--- src/rtl/sram_arbiter.sv ---
// Two-port arbiter and sequencer in front of a single-port SRAM with a registered read port.
// Port 0 (fetch) and port 1 (load/store) share the SRAM; read data returns on a per-port strobe.
module sram_arbiter #(
    parameter int ADDRESS_WIDTH  = 15,
    parameter int DATA_WIDTH     = 32,
    parameter int FIXED_PRIORITY = 0
) (
    input  logic                     clock,
    input  logic                     reset,
    input  logic                     req0_valid,
    input  logic                     req0_write,
    input  logic [ADDRESS_WIDTH-1:0] req0_address,
    input  logic [DATA_WIDTH-1:0]    req0_data,
    output logic                     req0_ready,
    output logic                     resp0_valid,
    output logic [DATA_WIDTH-1:0]    resp0_data,
    input  logic                     req1_valid,
    input  logic                     req1_write,
    input  logic [ADDRESS_WIDTH-1:0] req1_address,
    input  logic [DATA_WIDTH-1:0]    req1_data,
    output logic                     req1_ready,
    output logic                     resp1_valid,
    output logic [DATA_WIDTH-1:0]    resp1_data,
    output logic                     sram_enable,
    output logic                     sram_readWrite,
    output logic [ADDRESS_WIDTH-1:0] sram_address,
    output logic [DATA_WIDTH-1:0]    sram_dataIn,
    input  logic [DATA_WIDTH-1:0]    sram_dataOut,
    output logic                     busy
);
    // state  | meaning
    // IDLE   | arbitrating, ready offered to the winning port
    // ACCESS | SRAM enabled with the latched command
    // RESP   | SRAM read data valid, captured into the port's response register
    typedef enum logic [1:0] {IDLE, ACCESS, RESP} state_t;

    state_t                   state, state_next;
    logic                     last_grant;
    logic                     cmd_write;
    logic                     cmd_port;
    logic [ADDRESS_WIDTH-1:0] cmd_address;
    logic [DATA_WIDTH-1:0]    cmd_data;
    logic                     winner;
    logic                     winner_valid;
    logic                     accept;

    always_comb begin
        winner = 1'b0;
        if (req0_valid && req1_valid) begin
            winner = (FIXED_PRIORITY != 0) ? 1'b0 : ~last_grant;
        end else if (req1_valid) begin
            winner = 1'b1;
        end
    end

    assign winner_valid = winner ? req1_valid : req0_valid;
    assign accept       = (state == IDLE) && winner_valid && !reset;
    assign req0_ready   = accept && !winner;
    assign req1_ready   = accept && winner;

    always_comb begin
        state_next     = state;
        sram_enable    = 1'b0;
        sram_readWrite = 1'b1;
        case (state)
            IDLE: begin
                if (accept) state_next = ACCESS;
            end
            ACCESS: begin
                // A reset landing in this cycle must not touch the array.
                sram_enable    = !reset;
                sram_readWrite = reset || !cmd_write;
                state_next     = cmd_write ? IDLE : RESP;
            end
            RESP: begin
                state_next = IDLE;
            end
            default: begin
                state_next = IDLE;
            end
        endcase
    end

    assign sram_address = cmd_address;
    assign sram_dataIn  = cmd_data;
    assign busy         = (state != IDLE);

    always_ff @(posedge clock) begin
        if (reset) begin
            state       <= IDLE;
            last_grant  <= 1'b1;
            cmd_write   <= 1'b0;
            cmd_port    <= 1'b0;
            cmd_address <= '0;
            cmd_data    <= '0;
            resp0_valid <= 1'b0;
            resp1_valid <= 1'b0;
            resp0_data  <= '0;
            resp1_data  <= '0;
        end else begin
            state       <= state_next;
            resp0_valid <= 1'b0;
            resp1_valid <= 1'b0;
            if (accept) begin
                cmd_write   <= winner ? req1_write : req0_write;
                cmd_address <= winner ? req1_address : req0_address;
                cmd_data    <= winner ? req1_data : req0_data;
                cmd_port    <= winner;
                last_grant  <= winner;
            end
            if (state == RESP) begin
                if (cmd_port) begin
                    resp1_valid <= 1'b1;
                    resp1_data  <= sram_dataOut;
                end else begin
                    resp0_valid <= 1'b1;
                    resp0_data  <= sram_dataOut;
                end
            end
        end
    end
endmodule

--- config.mk ---
export PLATFORM = sky130hd
export DESIGN_NAME = sram_arbiter
export DESIGN_NICKNAME = d
export VERILOG_FILES = /design/src/rtl/sram_arbiter.sv
export SDC_FILE = /design/constraint.sdc
export NUM_CORES = 1
export LEC_CHECK = 0
export BUFFER_PORTS_ARGS = -buffer_cell sky130_fd_sc_hd__buf_2
export CAP_MARGIN = 25
export CORE_MARGIN = 1
export CORE_UTILIZATION = 35
export DETAILED_ROUTE_END_ITERATION = 6
export GPL_ROUTABILITY_DRIVEN = 0
export PLACE_DENSITY_LB_ADDON = 0.2
export SLEW_MARGIN = 30
export SYNTH_ARGS = -nofsm -noshare
export SYNTH_HDL_FRONTEND = slang
export SYNTH_SLANG_ARGS = --single-unit
--- constraint.sdc ---
create_clock -name clock -period 1.85 [get_ports clock]
set_clock_uncertainty 0.2 [all_clocks]
set_input_delay 0.2775 -clock clock [delete_from_list [all_inputs] [get_ports clock]]
set_output_delay 0.2775 -clock clock [all_outputs]
set_load 0.01 [all_outputs]
Yosys cells after proc, flatten, opt, wreduce, memory -nomap -nowiden
Cells that the tools add are included.

word-level totals
  register bits = 118
  output and inout port bits = 118

cells by class
  equality and inequality tests = 3
  muxes and demuxes = 13
  bitwise operators = 3
  reduce and logical (&&, ||, !) cells = 14

operators with widths
  operator                                        count
  2-to-1 mux 32 bit                               1
  2-to-1 mux 15 bit                               1
  2-to-1 mux 1 bit                                8
  logical AND 1 bit                               5
  2-to-1 mux 2 bit                                2
  one-hot mux 2 bit (2 select lines)              1
  AND reduction 2 bit                             2
  zero test 1 bit                                 3
  NOT 1 bit                                       3
  == test 2 x 1 -> 1 bit (second input constant)  1
  == test 2 bit (second input constant)           1
  zero test 2 bit                                 1
  inequality test 2 bit (second input constant)   1
  nonzero test 2 bit                              1
  OR reduction 2 bit                              1
  logical OR 1 bit                                1

Longest topological paths before layout
Gate-level depths: netlist (run 1).

  depth after elaboration = 7
  gate-level depth with buffers = 6

Least setup slack after synthesis (run 1)
Ideal clock, no wire load.

  kind = register to output
  start point = register state[1]
  end point = output port req0_ready
  arrival time = 1,157 ps
  data required time = 1,372 ps
  setup slack = 216 ps
  stages on the path, launching flop included = 5
  path through = dfxtp_1 > buf_6 > nor3_4 > buf_6 > and3b_1

between the ends
  longest elaborated chain between the ends = 4

RTL lines
  what                            RTL line  RTL
  start: declaration              37        state_t state, state_next;
  start signal: assignment        101       state <= state_next;
  zero test 2 bit                 57        assign accept = (state == IDLE) && winner_valid && !reset;
  logical AND 1 bit (2 in a row)  57
  logical AND 1 bit               58        assign req0_ready = accept && !winner;
  end: declaration                14        output logic req0_ready,

No other way between the ends.

Worst setup path after layout (run 1)
Same ends and word-level chain as after synthesis.

==> impl_metrics.xml, run 1 <==
<?xml version="1.0" encoding="UTF-8"?>
<metrics>
  <group name="yosys">
    <metric name="post_synthesis_cell_type_with_the_largest_combined_area" unit="">sky130_fd_sc_hd__dfxtp_1</metric>
    <metric name="synthesis.yosys.warnings" unit="">0</metric>
    <metric name="synth_xor_area_share" unit="%">0</metric>
    <metric name="ys_seq_elements" unit="">118</metric>
    <metric name="mappedNetlistArea" unit="µm²">4905</metric>
    <metric name="async_flop_share" unit="%">0</metric>
    <metric name="synth_top_flop_cell" unit="">sky130_fd_sc_hd__dfxtp_1</metric>
    <metric name="postSynthCellCount" unit="">561</metric>
    <metric name="share_of_the_synthesized_area_in_compound_gates_ao_oa_aoi_oai" unit="%">25.23</metric>
    <metric name="synthTopCellsByCount" unit="">212 x sky130_fd_sc_hd__nand2_1, 118 x sky130_fd_sc_hd__dfxtp_1, 105 x sky130_fd_sc_hd__a21oi_1</metric>
    <metric name="synthesized_area_per_cell" unit="µm²">8.743</metric>
    <metric name="synthAdderAreaFrac" unit="%">0</metric>
    <metric name="synth.most_common_cell" unit="">sky130_fd_sc_hd__nand2_1</metric>
    <metric name="synth_cell_types" unit="">30</metric>
    <metric name="muxShareOfSynthArea" unit="%">1.429</metric>
    <metric name="postSynthNetCount" unit="">693</metric>
    <metric name="synth-simple-area-share" unit="%">18.62</metric>
    <metric name="synth_top_cell_area_share" unit="%">48.16</metric>
    <metric name="synth_top_family_by_area" unit="">compound AO/OA/AOI/OAI gates</metric>
    <metric name="sequential_to_total_area_share_from_yosys_stat" unit="%">48.16</metric>
    <metric name="synth.top_cells.by_area" unit="">sky130_fd_sc_hd__dfxtp_1 48%, sky130_fd_sc_hd__nand2_1 16%, sky130_fd_sc_hd__a311oi_2 12%, sky130_fd_sc_hd__a21oi_1 11%, sky130_fd_sc_hd__buf_6 2.8%</metric>
    <metric name="synth-edff-count" unit="">0</metric>
  </group>
  <group name="die">
    <metric name="placementRows" unit="">42</metric>
    <metric name="initial_utilization" unit="%">36.46</metric>
    <metric name="floorplan.core_area" unit="µm²">13450</metric>
    <metric name="die_area" unit="µm²">14490</metric>
    <metric name="die-height" unit="µm">120.4</metric>
    <metric name="top_level_ports" unit="">250</metric>
    <metric name="die_width" unit="µm">120.4</metric>
  </group>
  <group name="setup_path">
    <metric name="worstSetupPathType" unit="">reg -&gt; out</metric>
    <metric name="worst-endpoint-required" unit="ns">1.37</metric>
    <metric name="worst_setup_path_start_kind" unit="">flop</metric>
    <metric name="crit_chain" unit="">nor3_4 &gt; and3b_1 &gt; buf_2</metric>
    <metric name="cpMaxStageDelayCell" unit="">sky130_fd_sc_hd__dfxtp_4</metric>
    <metric name="worst-path-max-fanout" unit="">6</metric>
    <metric name="critical_path.endpoint_type" unit="">output pin</metric>
    <metric name="timing.critical_path.arrival" unit="ns">1.32</metric>
    <metric name="critical-path-max-stage-delay" unit="ns">0.36</metric>
  </group>
  <group name="global_routing">
    <metric name="pin_count_of_the_biggest_net_entering_global_routing" unit="">79</metric>
    <metric name="total_congestion_overflow" unit="">0</metric>
    <metric name="grt_antenna_before_repair" unit="">0</metric>
    <metric name="number_of_global_route_vias_before_repair" unit="">5564</metric>
    <metric name="grtUsageTotal" unit="%">23.64</metric>
    <metric name="grt_first_pass_wirelength" unit="mm">26.78</metric>
  </group>
  <group name="final_layout">
    <metric name="syn2layout_area_growth" unit="%">68.04</metric>
    <metric name="design.final.nets" unit="">1065</metric>
    <metric name="instances_no_fill" unit="">1121</metric>
    <metric name="n_antenna_cell" unit="">0</metric>
    <metric name="final_layout_size_suffix_gt1_share" unit="%">37.25</metric>
    <metric name="final_core_util" unit="%">61.26</metric>
  </group>
  <group name="sta">
    <metric name="rsz0062_at_grt" unit="">yes</metric>
    <metric name="portion_of_the_clock_cycle_consumed_by_the_worst_path_in_the_final_layout" unit="%">97.20</metric>
    <metric name="period_needed" unit="ns">1.798</metric>
    <metric name="worst_margin_slew" unit="ns">0.8891</metric>
    <metric name="timing.final.max_slew_violations" unit="">0</metric>
    <metric name="final-hold-violation-count" unit="">0</metric>
    <metric name="final.setup.tns" unit="ns">0</metric>
    <metric name="relSlewSlack" unit="%">40.73</metric>
    <metric name="achievable-frequency" unit="MHz">556.1</metric>
    <metric name="postLayoutSetupSlackWorst" unit="ns">0.05187</metric>
    <metric name="finalSetupViolations" unit="">0</metric>
  </group>
  <group name="clocking">
    <metric name="cts_htree_levels" unit="">4</metric>
    <metric name="cts_inserted_buffers" unit="">17</metric>
    <metric name="clock_sinks" unit="">118</metric>
    <metric name="cts_tree" unit="">built</metric>
    <metric name="clkSlewWorstSetupHoldPaths" unit="ns">0.05</metric>
    <metric name="cts.path.max_buffers" unit="">2</metric>
    <metric name="worst_skew_pair.late_latency" unit="ns">0.41</metric>
    <metric name="cts_root_buffer" unit="">sky130_fd_sc_hd__clkbuf_16</metric>
  </group>
  <group name="detailed_routing">
    <metric name="drt-vias-per-instance" unit="">4.942</metric>
    <metric name="drt_iter0_drc" unit="">269</metric>
    <metric name="avgRoutedWirePerCell" unit="µm">15.16</metric>
    <metric name="drtPass1Iterations" unit="">4</metric>
    <metric name="drtAntennaViolNets" unit="">0</metric>
    <metric name="route.final.wire_length" unit="mm">16.99</metric>
    <metric name="remaining_drc_errors" unit="">0</metric>
    <metric name="via_count" unit="">5540</metric>
  </group>
  <group name="place">
    <metric name="dp.cells" unit="">957</metric>
    <metric name="post-dp-hpwl" unit="mm">10.58</metric>
    <metric name="io_buffer_count" unit="">249</metric>
    <metric name="pre_cts_slack" unit="ns">0.04518</metric>
  </group>
  <group name="power">
    <metric name="pwr_per_cell_area" unit="nW/µm²">872.4</metric>
    <metric name="p_leak" unit="µW">0.003670</metric>
    <metric name="ir_drop" unit="V">0.0006194</metric>
  </group>
  <group name="run_status">
    <metric name="run_status" unit="">finished, final reports clean</metric>
  </group>
  <group name="flow_run">
    <metric name="maxCapViolations" unit="">0</metric>
  </group>
  <group name="hold_path">
    <metric name="timing.hold.worst.class" unit="">in -&gt; reg</metric>
  </group>
</metrics>
area by class of cell:
| type | count | area (µm²) |
|---|---|---|
| Tap cell | 176 | 220.2 |
| Sequential cell | 118 | 2367 |
| Timing Repair Buffer | 402 | 2833 |
| Clock inverter | 9 | 102.6 |
| Inverter | 2 | 12.51 |
| Multi-Input combinational cell | 392 | 2242 |
| Fill cell | 1149 | 5211 |
| Clock buffer | 22 | 464.2 |
flip-flops by register name (all words and copies together) (netlist names):
register	cells
resp0_data	32
resp1_valid	1
cmd_write	1
resp0_valid	1
sram_address	15
last_grant	1
cmd_port	1
resp1_data	32
state	2
sram_dataIn	32
routing by layer:
layer / GRT usage, % / up-vias / part of all wire [%]
li1: - / 2666 / -
met1: 25.55 / 2569 / 39
met2: 42.39 / 261 / 50
met3: 6.698 / 44 / 7.4
met4: 11.03 / 0 / 2.9
met5: 0 / - / 0
final timing paths:
check	from	end	slack, ns	cells past startpoint
min	req1_valid	last_grant	0.10	3
min reg2reg	cmd_write	state[1]	0.25	1
max reg2reg	state[1]	sram_address[8]	0.15	7
max	state[1]	req0_ready	0.05	3
worst max-delay path, delay by kind of cell (launching register included):
kind / cells / cell delay, ns
DFF: 1 / 0.36
and+or+nand+nor: 2 / 0.42
buffers and inverters: 1 / 0.13
where the power goes:
group	total (µW)	switching [µW]	internal, µW
registers	2770	86.2	2690
logic	1270	629	642
clock network	3150	1120	2030
total	7190	1830	5360
kinds of logic after synthesis:
kind of cell | after synthesis
AO/OA/AOI/OAI | 158
buffers and inverters | 51
flip-flops | 118
multiplexers | 7
AND/OR/NAND/NOR | 227
timing repair:
item,in CTS,in global routing
gates cloned,0,0
resized for setup,2,3
hold buffers,129,0
pin swaps,1,2
setup endpoints to repair,4,4
endpoints found under the hold margin,113,0
buffers inserted,2,2
stage by stage:
| step | power [µW] | hold slack [ns] | cell area (µm²) |
|---|---|---|---|
| 2_1_floorplan | 3412 | 0.2135 | 4905 |
| 3_3_place_gp | 3827 | 0.2382 | 6341 |
| 3_5_place_dp | 3856 | 0.2444 | 6341 |
| 4_1_cts | 7240 | 0.09002 | 8220 |
| 5_1_grt | 7516 | 0.1132 | 8242 |
| 6_report | 7190 | 0.1038 | 8242 |
layout by cell type, fill, tap and decap left out, types with 2 or more instances in the layout:
master	netlist	final
sky130_fd_sc_hd__buf_2	13	248
sky130_fd_sc_hd__nand2_1	212	212
sky130_fd_sc_hd__dlygate4sd3_1	0	129
sky130_fd_sc_hd__dfxtp_1	118	116
sky130_fd_sc_hd__a21oi_1	105	105
sky130_fd_sc_hd__a311oi_2	39	39
sky130_fd_sc_hd__clkbuf_16	0	17
sky130_fd_sc_hd__buf_4	5	16
sky130_fd_sc_hd__buf_12	0	9
sky130_fd_sc_hd__mux2i_1	7	7
sky130_fd_sc_hd__o2bb2ai_1	7	7
sky130_fd_sc_hd__clkinv_2	0	4
sky130_fd_sc_hd__nor2_1	3	3
sky130_fd_sc_hd__clkinvlp_4	0	3
sky130_fd_sc_hd__clkbuf_1	15	3
sky130_fd_sc_hd__nor2b_1	2	2
sky130_fd_sc_hd__and3b_1	2	2
sky130_fd_sc_hd__a311oi_1	2	2
sky130_fd_sc_hd__bufinv_16	0	2
sky130_fd_sc_hd__clkbuf_8	0	2
Note: power is estimated with default switching activity, not from simulation.
==> run 2, diff against run 1 <==
--- a/config.mk
+++ b/config.mk
@@ -5,6 +5,7 @@
 export SDC_FILE = /design/constraint.sdc
 export NUM_CORES = 1
 export LEC_CHECK = 0
+export ABC_AREA = 1
 export BUFFER_PORTS_ARGS = -buffer_cell sky130_fd_sc_hd__buf_2
 export CAP_MARGIN = 25
 export CORE_MARGIN = 1
==> constraint.sdc (replaced) <==
create_clock -name clock -period 1.85 [get_ports clock]
set_clock_uncertainty 0.2 [all_clocks]
set_input_delay 0.2775 -clock clock [delete_from_list [all_inputs] [get_ports clock]]
set_output_delay 0.2775 -clock clock [all_outputs]
set_load 0.1 [all_outputs]
==> impl_metrics.xml, run 2 <==
<?xml version="1.0" encoding="UTF-8"?>
<metrics>
  <group name="run_status">
    <metric name="run_status" unit="">finished, violations left</metric>
    <metric name="failed_checks" unit="">negative setup slack</metric>
  </group>
  <group name="sta">
    <metric name="final.setup.tns" unit="ns">-0.03493</metric>
    <metric name="final-hold-violation-count" unit="">0</metric>
    <metric name="timing.final.max_slew_violations" unit="">0</metric>
    <metric name="portion_of_the_clock_cycle_consumed_by_the_worst_path_in_the_final_layout" unit="%">100.8</metric>
    <metric name="relSlewSlack" unit="%">64.67</metric>
    <metric name="rsz0062_at_grt" unit="">yes</metric>
    <metric name="finalSetupViolations" unit="">3</metric>
    <metric name="postLayoutSetupSlackWorst" unit="ns">-0.01487</metric>
    <metric name="worst_margin_slew" unit="ns">0.5337</metric>
    <metric name="hold-worst-slack" unit="ns">0.01597</metric>
    <metric name="period_needed" unit="ns">1.865</metric>
    <metric name="achievable-frequency" unit="MHz">536.2</metric>
  </group>
  <group name="yosys">
    <metric name="mappedNetlistArea" unit="µm²">4890</metric>
    <metric name="ys_seq_elements" unit="">118</metric>
    <metric name="muxShareOfSynthArea" unit="%">0</metric>
    <metric name="synth.most_common_cell" unit="">sky130_fd_sc_hd__nand2_1</metric>
    <metric name="synth_top_family_by_area" unit="">simple AND/OR/NAND/NOR gates</metric>
    <metric name="synth_top_flop_cell" unit="">sky130_fd_sc_hd__dfxtp_1</metric>
    <metric name="synth_cell_types" unit="">20</metric>
    <metric name="share_of_the_synthesized_area_in_compound_gates_ao_oa_aoi_oai" unit="%">17.91</metric>
    <metric name="async_flop_share" unit="%">0</metric>
    <metric name="synthesis.yosys.warnings" unit="">0</metric>
    <metric name="post_synthesis_cell_type_with_the_largest_combined_area" unit="">sky130_fd_sc_hd__dfxtp_1</metric>
    <metric name="synthAdderAreaFrac" unit="%">0</metric>
    <metric name="postSynthNetCount" unit="">810</metric>
    <metric name="synth.top_cells.by_area" unit="">sky130_fd_sc_hd__dfxtp_1 48%, sky130_fd_sc_hd__nand2_1 15%, sky130_fd_sc_hd__a21oi_1 11%, sky130_fd_sc_hd__o21ai_0 6.2%, sky130_fd_sc_hd__inv_1 5.5%</metric>
    <metric name="synthesized_area_per_cell" unit="µm²">7.212</metric>
    <metric name="synth_xor_area_share" unit="%">0</metric>
    <metric name="synthTopCellsByCount" unit="">200 x sky130_fd_sc_hd__nand2_1, 118 x sky130_fd_sc_hd__dfxtp_1, 110 x sky130_fd_sc_hd__a21oi_1</metric>
    <metric name="postSynthCellCount" unit="">678</metric>
    <metric name="synth_top_cell_area_share" unit="%">48.31</metric>
    <metric name="synth-edff-count" unit="">0</metric>
    <metric name="sequential_to_total_area_share_from_yosys_stat" unit="%">48.31</metric>
    <metric name="synth-simple-area-share" unit="%">22.06</metric>
  </group>
  <group name="global_routing">
    <metric name="grtUsageTotal" unit="%">20.91</metric>
    <metric name="number_of_global_route_vias_before_repair" unit="">5091</metric>
    <metric name="pin_count_of_the_biggest_net_entering_global_routing" unit="">68</metric>
    <metric name="total_congestion_overflow" unit="">0</metric>
    <metric name="grt_first_pass_wirelength" unit="mm">23.88</metric>
    <metric name="grt_antenna_before_repair" unit="">0</metric>
  </group>
  <group name="die">
    <metric name="placementRows" unit="">42</metric>
    <metric name="initial_utilization" unit="%">36.35</metric>
    <metric name="floorplan.core_area" unit="µm²">13450</metric>
    <metric name="die-height" unit="µm">120.2</metric>
    <metric name="die_area" unit="µm²">14450</metric>
    <metric name="top_level_ports" unit="">250</metric>
    <metric name="die_width" unit="µm">120.2</metric>
  </group>
  <group name="setup_path">
    <metric name="crit_buf_inv" unit="">2</metric>
    <metric name="regToRegSetupSlack" unit="ns">0.13</metric>
    <metric name="critical_path.endpoint_type" unit="">output pin</metric>
    <metric name="worst_setup_path_start_kind" unit="">flop</metric>
    <metric name="worst-path-max-fanout" unit="">2</metric>
    <metric name="reg2regPathDepth" unit="">8</metric>
    <metric name="critical-path-max-stage-delay" unit="ns">0.34</metric>
    <metric name="rr_startpoint" unit="">last_grant</metric>
    <metric name="startpoint" unit="">state[1]</metric>
    <metric name="worstSetupPathType" unit="">reg -&gt; out</metric>
    <metric name="critical_path_depth" unit="">4</metric>
    <metric name="worst-endpoint-required" unit="ns">1.37</metric>
    <metric name="crit_chain" unit="">buf_6 &gt; nor3_4 &gt; nand2_4 &gt; buf_12</metric>
    <metric name="cp-endpoint" unit="">sram_readWrite</metric>
    <metric name="crit-reg2reg-capture" unit="">sram_dataIn[2]</metric>
    <metric name="crit_family" unit="">simple AND/OR/NAND/NOR gates</metric>
    <metric name="timing.critical_path.arrival" unit="ns">1.39</metric>
    <metric name="cpMaxStageDelayCell" unit="">sky130_fd_sc_hd__dfxtp_2</metric>
  </group>
  <group name="clocking">
    <metric name="cts.path.max_buffers" unit="">2</metric>
    <metric name="cts_inserted_buffers" unit="">17</metric>
    <metric name="cts_htree_levels" unit="">4</metric>
    <metric name="cts_root_buffer" unit="">sky130_fd_sc_hd__clkbuf_16</metric>
    <metric name="worst_skew_pair.late_latency" unit="ns">0.40</metric>
    <metric name="clock_sinks" unit="">118</metric>
    <metric name="clkSlewWorstSetupHoldPaths" unit="ns">0.05</metric>
    <metric name="cts_tree" unit="">built</metric>
  </group>
  <group name="detailed_routing">
    <metric name="drtAntennaViolNets" unit="">0</metric>
    <metric name="remaining_drc_errors" unit="">0</metric>
    <metric name="via_count" unit="">5289</metric>
    <metric name="drt-vias-per-instance" unit="">4.563</metric>
    <metric name="route.final.wire_length" unit="mm">14.90</metric>
    <metric name="drt_iter0_drc" unit="">212</metric>
    <metric name="drtPass1Iterations" unit="">4</metric>
    <metric name="avgRoutedWirePerCell" unit="µm">12.85</metric>
  </group>
  <group name="final_layout">
    <metric name="syn2layout_area_growth" unit="%">56.22</metric>
    <metric name="fillCellCount" unit="">1342</metric>
    <metric name="n_antenna_cell" unit="">0</metric>
    <metric name="final_cell_mix" unit="">244 x sky130_fd_sc_hd__buf_2, 196 x sky130_fd_sc_hd__nand2_1, 116 x sky130_fd_sc_hd__dfxtp_1</metric>
    <metric name="multiInputGateArea" unit="µm²">2013</metric>
    <metric name="layout.area.seq" unit="µm²">2365</metric>
    <metric name="design.final.nets" unit="">1104</metric>
    <metric name="final_layout_size_suffix_gt1_share" unit="%">31.74</metric>
    <metric name="mostFrequentLayoutCell" unit="">sky130_fd_sc_hd__buf_2</metric>
  </group>
  <group name="power">
    <metric name="pwr_per_cell_area" unit="nW/µm²">1065</metric>
    <metric name="p_leak" unit="µW">0.003702</metric>
    <metric name="ir_drop" unit="V">0.0005868</metric>
    <metric name="total_power" unit="µW">8134</metric>
  </group>
  <group name="place">
    <metric name="post-dp-hpwl" unit="mm">9.813</metric>
    <metric name="io_buffer_count" unit="">249</metric>
    <metric name="pre_cts_slack" unit="ns">0.2146</metric>
  </group>
  <group name="hold_path">
    <metric name="timing.hold.worst.class" unit="">in -&gt; reg</metric>
  </group>
  <group name="flow_run">
    <metric name="maxCapViolations" unit="">0</metric>
  </group>
</metrics>
## run 2: cell types whose count changed in the layout (fill, tap and decap cells not counted), moves of 16 or more
cell                            delta
sky130_fd_sc_hd__a311oi_2         -39
sky130_fd_sc_hd__dlygate4sd3_1    -67
sky130_fd_sc_hd__inv_1            +67
sky130_fd_sc_hd__nand3_1          +48
sky130_fd_sc_hd__o21ai_0          +61
sky130_fd_sc_hd__nand2_1          -16
## run 2: through the flow
step                      instance area, µm²  instances  util [%]
after detailed placement                6321       1063     46.99
after floorplan                         4938        678         -
final                                   7639       1159     56.78
after global routing                    7639       1159     56.78
after CTS                               7596       1157     56.46
after global placement                  6321       1063     46.99
## run 2: worst reg2reg max path: stages, from the launching register on
cell and delay [ns]:
sky130_fd_sc_hd__dfxtp_1 0.34, sky130_fd_sc_hd__nand2_2 0.08, sky130_fd_sc_hd__nand2_4 0.09, sky130_fd_sc_hd__buf_12 0.17
sky130_fd_sc_hd__nand2_1 0.07, sky130_fd_sc_hd__nand2_1 0.07, sky130_fd_sc_hd__dlygate4sd3_1 0.55, sky130_fd_sc_hd__nand2_1 0.05
sky130_fd_sc_hd__nand2_1 0.05
## run 2: metal layers
layer	share of wire (%)	GRT usage [%]	vias to the layer above	routed length, µm
met5	0	0	-	0
met4	2.9	10.86	0	429
met3	7.1	6.887	32	1053
met2	48	34.88	184	7159
met1	42	23.71	2324	6253
li1	-	-	2749	-
## run 2: cell families (layout without fill, tap and decap cells)
family / Yosys count / count (layout)
and+or+nand+nor: 261 / 261
DFF: 118 / 118
AOI/OAI and AO/OA: 175 / 175
buffers and inverters: 124 / 429
## run 2: worst min-delay path by stage
stage	startpoint	to	slack, ns	cells after the start
after CTS	req0_data[30]	sram_dataIn[30]	0.001	5
after global routing	req0_address[1]	sram_address[1]	0.02	5
after detailed placement	resp0_data[1]	resp0_data[1]	0.23	2
after global placement	resp0_data[0]	resp0_data[0]	0.23	2
final	req0_address[1]	sram_address[1]	0.02	5
after floorplan	last_grant	last_grant	0.24	2
## run 2: layout make-up
type | count | share of cell area [%]
repair buffers | 327 | 28.09
well taps | 176 | 2.883
clock inverters | 9 | 1.966
clock buffers | 21 | 6.159
flip-flops and latches | 118 | 30.96
inverters | 72 | 3.587
multi-input cells | 436 | 26.36
## run 2: power breakdown
part / switching, µW / leakage, µW / internal [µW]
Clock: 1100 / 0.000301 / 2340
Combinational: 1450 / 0.00244 / 500
Sequential: 65.9 / 0.000960 / 2680
## run 2: repair_timing
action                                  in CTS  in global routing
endpoints found under the hold margin       92                  0
endpoints found under the setup margin       4                  6
cloned                                       0                  1
resized for setup                            8                  3
pin swaps                                    4                  3
buffers inserted                             2                  1
hold buffers                                62                  0
